==> config.mk <==
export PLATFORM = sky130hd
export DESIGN_NAME = v74x139_enc
export DESIGN_NICKNAME = d
export VERILOG_FILES = /design/src/rtl/v74x139_enc_pkg.sv /design/src/rtl/v74x139_enc_chan.sv /design/src/rtl/v74x139_enc.sv
export SDC_FILE = /design/constraint.sdc
export NUM_CORES = 1
export LEC_CHECK = 0
export ABC_AREA = 0
export CORE_MARGIN = 2
export CORE_UTILIZATION = 44
export DETAILED_ROUTE_END_ITERATION = 10
export DONT_BUFFER_PORTS = 1
export HOLD_SLACK_MARGIN = 0.03
export SLEW_MARGIN = 20
export SYNTH_ARGS = -nofsm -noshare
export SYNTH_HDL_FRONTEND = slang
export SYNTH_SLANG_ARGS = --single-unit
==> constraint.sdc <==
create_clock -name CLK -period 4.2 [get_ports CLK]
set_clock_uncertainty 0.05 [all_clocks]
set_input_delay 0.84 -clock CLK [delete_from_list [all_inputs] [get_ports CLK]]
set_output_delay 0.84 -clock CLK [all_outputs]
set_load 0.01 [all_outputs]
==> src/rtl/v74x139_enc_pkg.sv <==
// v74x139_enc_pkg
// Shared definitions for the dual 4-to-2 registered priority encoder:
// channel FSM state encoding, the idle request pattern, the code width,
// and the combinational helpers used to encode a qualified pattern.
package v74x139_enc_pkg;

  localparam int CODE_W = 2;
  localparam logic [3:0] IDLE_PATTERN = 4'b1111;

  typedef enum logic [1:0] {
    IDLE    = 2'd0,
    QUAL    = 2'd1,
    VALID   = 2'd2,
    RELEASE = 2'd3
  } chan_state_e;

  // Index of the highest-numbered asserted (0) line. The loop runs upward,
  // so higher bits overwrite lower ones and bit 3 wins.
  function automatic logic [CODE_W-1:0] enc(input logic [3:0] pat);
    logic [CODE_W-1:0] idx;
    idx = '0;
    for (int i = 0; i < 4; i++) begin
      if (!pat[i]) idx = CODE_W'(i);
    end
    return idx;
  endfunction

  // More than one line asserted at the same time.
  function automatic logic is_multi(input logic [3:0] pat);
    return $countones(~pat) > 1;
  endfunction

endpackage

==> src/rtl/v74x139_enc_chan.sv <==
// v74x139_enc_chan
// One encoder channel: input synchronizer, stability counter, FSM and
// priority encoder.
//
// Ports:
//   clk, rst_n : clock (rising edge) and asynchronous active-low reset
//   req_l[3:0] : active-low request lines, bit 3 highest priority
//   ack        : acknowledge, releases a reported code
//   code[1:0]  : {B,A} index of the qualified request, frozen while valid
//   valid      : code valid
//   multi      : more than one line was asserted at qualification
//                (only when V74X139_ENC_MULTI_EN is defined)
module v74x139_enc_chan
  import v74x139_enc_pkg::*;
#(
  parameter int SYNC_STAGES = 2,
  parameter int STABLE_CYC  = 3
) (
  input  logic              clk,
  input  logic              rst_n,
  input  logic [3:0]        req_l,
  input  logic              ack,
  output logic [CODE_W-1:0] code,
  output logic              valid
`ifdef V74X139_ENC_MULTI_EN
  ,
  output logic              multi
`endif
);

  localparam int CNT_W = $clog2(STABLE_CYC + 1);
  localparam logic [CNT_W-1:0] CNT_MAX = CNT_W'(STABLE_CYC);

  logic [SYNC_STAGES-1:0][3:0] sync_q;
  logic [3:0]                  s;

  // NOTE: the synchronizer is a reset shift register, not a memory; clearing
  // it to the idle pattern keeps a stale request from qualifying after reset.
  always_ff @(posedge clk or negedge rst_n) begin
    if (!rst_n) begin
      sync_q <= {SYNC_STAGES{IDLE_PATTERN}};
    end else begin
      // NOTE: non-blocking assignments make every stage sample the previous
      // stage's old value, giving a true SYNC_STAGES-deep pipeline.
      sync_q[0] <= req_l;
      for (int i = 1; i < SYNC_STAGES; i++) sync_q[i] <= sync_q[i-1];
    end
  end

  assign s = sync_q[SYNC_STAGES-1];

  chan_state_e       state_q, state_d;
  logic [3:0]        pat_q, pat_d;
  logic [CNT_W-1:0]  cnt_q, cnt_d;
  logic [CODE_W-1:0] code_q, code_d;
  logic              valid_q, valid_d;
`ifdef V74X139_ENC_MULTI_EN
  logic              multi_q, multi_d;
`endif

  always_ff @(posedge clk or negedge rst_n) begin
    if (!rst_n) begin
      state_q <= IDLE;
      pat_q   <= IDLE_PATTERN;
      cnt_q   <= '0;
      code_q  <= '0;
      valid_q <= 1'b0;
`ifdef V74X139_ENC_MULTI_EN
      multi_q <= 1'b0;
`endif
    end else begin
      state_q <= state_d;
      pat_q   <= pat_d;
      cnt_q   <= cnt_d;
      code_q  <= code_d;
      valid_q <= valid_d;
`ifdef V74X139_ENC_MULTI_EN
      multi_q <= multi_d;
`endif
    end
  end

  always_comb begin
    // NOTE: every next-state value defaults to "hold" first, so no path
    // through the case leaves a signal unassigned and no latch is inferred.
    state_d = state_q;
    pat_d   = pat_q;
    cnt_d   = cnt_q;
    code_d  = code_q;
    valid_d = valid_q;
`ifdef V74X139_ENC_MULTI_EN
    multi_d = multi_q;
`endif
    case (state_q)
      IDLE: begin
        if (s != IDLE_PATTERN) begin
          pat_d   = s;
          cnt_d   = CNT_W'(1);
          state_d = QUAL;
        end
      end
      QUAL: begin
        if (s == IDLE_PATTERN) begin
          cnt_d   = '0;
          state_d = IDLE;
        end else if (s != pat_q) begin
          // A different non-idle pattern restarts qualification on it.
          pat_d = s;
          cnt_d = CNT_W'(1);
        end else if (cnt_q == CNT_MAX) begin
          code_d  = enc(pat_q);
          valid_d = 1'b1;
`ifdef V74X139_ENC_MULTI_EN
          multi_d = is_multi(pat_q);
`endif
          state_d = VALID;
        end else begin
          cnt_d = cnt_q + CNT_W'(1);
        end
      end
      VALID: begin
        if (ack) begin
          valid_d = 1'b0;
`ifdef V74X139_ENC_MULTI_EN
          multi_d = 1'b0;
`endif
          state_d = RELEASE;
        end
      end
      RELEASE: begin
        // The held request must go idle before anything new is reported.
        if (s == IDLE_PATTERN) state_d = IDLE;
      end
      default: state_d = IDLE;
    endcase
  end

  assign code  = code_q;
  assign valid = valid_q;
`ifdef V74X139_ENC_MULTI_EN
  assign multi = multi_q;
`endif

endmodule

==> src/rtl/v74x139_enc.sv <==
// v74x139_enc
// Dual 4-to-2 registered priority encoder with stability qualification and
// acknowledge handshake. Two independent channels share only CLK/RESET_L.
//
// Ports:
//   CLK, RESET_L   : clock (rising edge), asynchronous active-low reset
//   I1_L, I2_L     : active-low request lines, bit 3 highest priority
//   ACK1, ACK2     : per-channel acknowledge
//   B1/A1, B2/A2   : per-channel code {B,A}
//   V1, V2         : per-channel code valid
//   M1, M2         : multiple-request flag (V74X139_ENC_MULTI_EN only)
//
// Build option: define V74X139_ENC_MULTI_EN to add M1/M2.
module v74x139_enc
  import v74x139_enc_pkg::*;
#(
  parameter int SYNC_STAGES = 2,
  parameter int STABLE_CYC  = 3
) (
  input  logic       CLK,
  input  logic       RESET_L,
  input  logic [3:0] I1_L,
  input  logic [3:0] I2_L,
  input  logic       ACK1,
  input  logic       ACK2,
  output logic       B1,
  output logic       A1,
  output logic       V1,
  output logic       B2,
  output logic       A2,
  output logic       V2
`ifdef V74X139_ENC_MULTI_EN
  ,
  output logic       M1,
  output logic       M2
`endif
);

  logic [CODE_W-1:0] code1, code2;

  v74x139_enc_chan #(
    .SYNC_STAGES(SYNC_STAGES),
    .STABLE_CYC (STABLE_CYC)
  ) u_chan1 (
    .clk   (CLK),
    .rst_n (RESET_L),
    .req_l (I1_L),
    .ack   (ACK1),
    .code  (code1),
    .valid (V1)
`ifdef V74X139_ENC_MULTI_EN
    ,
    .multi (M1)
`endif
  );

  v74x139_enc_chan #(
    .SYNC_STAGES(SYNC_STAGES),
    .STABLE_CYC (STABLE_CYC)
  ) u_chan2 (
    .clk   (CLK),
    .rst_n (RESET_L),
    .req_l (I2_L),
    .ack   (ACK2),
    .code  (code2),
    .valid (V2)
`ifdef V74X139_ENC_MULTI_EN
    ,
    .multi (M2)
`endif
  );

  assign {B1, A1} = code1;
  assign {B2, A2} = code2;

endmodule

==> metrics <==
outcome=finished clean; CP Cell Sequence=xor2_1, nor4_4, and4_4, mux2_2; post-detail-place hpwl=1770 um; cts repair resizes=0; hold violation count in the final report=0; final std cells w/o fill=175; GRT overflow=0; initial antenna violation count=0; DIE HEIGHT=64.9 um; Top FF cell, synth=dfstp_2; Num CTS Buffers=5; NumNets Final=141; Final Util=48.9%; top post-synthesis cells by area=dfstp_2 39%, dfrtp_1 21%, o32a_1 4.3%; Leakage=0.701 nW; row count=22; final worst path period share=44.1%; Critical Path Start Type=flip-flop; post-synth top area cell=dfstp_2; CTS tree=yes; IO Port Bufs=0; Req. time, crit path=4.32 ns; critical path type=reg2reg; setup TNS=0 ns; initial core utilization=45.3%; Via density=5.59; die area=0.00422 mm2; Setup Fix Bufs, Post-CTS=0; register area share after synthesis=60.0%; commonest non-fill, non-tap cell in the layout=dfstp_2; Synth Net Count=138; routed via count=978; Layout area overhead=7.96%; Mapped Area=0.00163 mm2; pre-CTS WS=2.35 ns; vias in the first global route=988; Arrival @ worst endpoint=1.97 ns; clk_lat worst skew=0.28 ns; register bit total from synthesis=38; worst hold path type=in2async; Detailed Routing Iterations Pass 1=4; PD cells=549 mW/mm2; crit path time final=1.85 ns; Fin Hold WS=0.197 ns; RR Endpoint=u_chan2.code[1]; Design Area, Final=0.00176 mm2; Async SR Flop Fraction=100%; clk buf depth=2; largest net degree at the start of global routing=39; core region area=0.00361 mm2; max cap viols=0; Slew Limit Fails=0; CP endpoint kind=flip-flop; final antenna-violating net count=0; placed inst area=0.00168 mm2; drt drc=0; total power=0.968 mW; gr usage total=14.0%; commonest non-fill, non-tap cells in the layout=24 x dfstp_2, 14 x dfrtp_1, 11 x nand2_1, 8 x xor2_1; worst slew pin tran=0.529 ns; Top-Level Pins=18; slowest stage cell, crit path=dfstp_2; Mean Syn Cell Area=13.2 um2; placed cells=168; Fmax achieved=0.540 GHz; Ant. Diodes=0; Rel. slew slack=64.5%; DIE WIDTH=64.9 um; Placer Congestion=0.806; Clock transition at path regs=0.07 ns; Setup-failing EPs final=0; CP delay by family, top=simple AND/OR/NAND/NOR gates; post-synthesis cell type count=35; FF-to-FF Start=u_chan2.s[0]; Ys Warns=0; CTS Sinks=38; layout cells sized above 1=34.6%; Syn Inst Count=124; root buffer selected by CTS=clkbuf_8; FF-to-FF path depth=4; H-tree levels=2; Post-synth EDFFs=0; RSZ-0062 raised after global routing=no; CP max stage delay=0.56 ns; Buf/Inv on CP=0; first-pass GRT wire length=4480 um; final wirelength=2520 um; Final Worst Setup Slack=2.35 ns; reg2reg setup slack=2.35 ns; Avg WL per Cell=14.4 um; top cell type's share of synthesized area=38.6%; peak supply drop=0.262 mV; Hold-fix buffers, CTS=0; 1st-iter DRT viols=62; crit-path max FO=7
[power by group]
part,leakage (nW),switching (mW),internal (mW)
Clock,0.0443,0.111,0.130
Combinational,0.234,0.0947,0.0992
Sequential,0.423,0.0753,0.459
[cells in the mapped netlist (2+ instances only)]
| master | n |
|---|---|
| dfstp_2 | 24 |
| dfrtp_1 | 14 |
| nand2_1 | 11 |
| xor2_1 | 8 |
| o21ai_0 | 7 |
| o32a_1 | 7 |
| inv_1 | 6 |
| a31oi_1 | 4 |
| clkbuf_1 | 3 |
| nand2b_1 | 3 |
| nor2_1 | 3 |
| a21boi_0 | 2 |
| a32o_1 | 2 |
| ha_1 | 2 |
| mux2_2 | 2 |
| mux2_4 | 2 |
| nand4_1 | 2 |
| nand4b_1 | 2 |
| nor4_4 | 2 |
| o211a_1 | 2 |
| or2_2 | 2 |
[routing by layer]
layer	routed length, um	track usage [%]	part of all wire, %
met5	0	0	0
met4	25	6.38	0.99
met3	136	4.86	5.4
met2	1150	21.6	46
met1	1200	17.7	48
[cell families (layout without fill, tap and decap cells)]
| logic type | Yosys count | in the layout | synth area share [%] |
|---|---|---|---|
| flops | 38 | 38 | 60.0 |
| compound gates | 31 | 31 | 15.0 |
| simple gates | 31 | 31 | 13.6 |
| buf+inv | 10 | 13 | 2.37 |
| xor+xnor | 8 | 8 | 4.29 |
| mux | 4 | 4 | 3.22 |
| fa+ha+maj | 2 | 2 | 1.53 |
[how the worst max path moves through the flow]
stage	to	from	cells after the start	slack (ns)
5_1_grt	u_chan2.code[0]	u_chan2.s[0]	4	2.24
2_1_floorplan	u_chan2.code[0]	u_chan2.s[0]	4	2.44
4_1_cts	u_chan2.code[1]	u_chan2.s[0]	4	2.34
3_3_place_gp	u_chan2.code[0]	u_chan2.s[0]	4	2.39
3_5_place_dp	u_chan2.code[1]	u_chan2.s[0]	4	2.35
6_report	u_chan2.code[1]	u_chan2.s[0]	4	2.35
[layout make-up]
| class | instances | area (um2) |
|---|---|---|
| fillers | 312 | 1840 |
| multi-input cells | 76 | 614 |
| well taps | 48 | 60.1 |
| clock buffers | 7 | 86.3 |
| inverters | 6 | 22.5 |
| flip-flops and latches | 38 | 981 |
[flip-flops by register name (all words and copies together), names as in the netlist, 2 cells and up, named ones only]
| signal | count |
|---|---|
| u_chan2.s | 4 |
| u_chan2.sync_q | 4 |
| u_chan2.code | 2 |
| u_chan1.s | 4 |
| u_chan1.sync_q | 4 |
| u_chan1.pat_q | 4 |
| u_chan2.pat_q | 4 |
| u_chan2.cnt_q | 2 |
| u_chan1.code | 2 |
| u_chan1.cnt_q | 2 |
(Power assumes the default switching activity.)
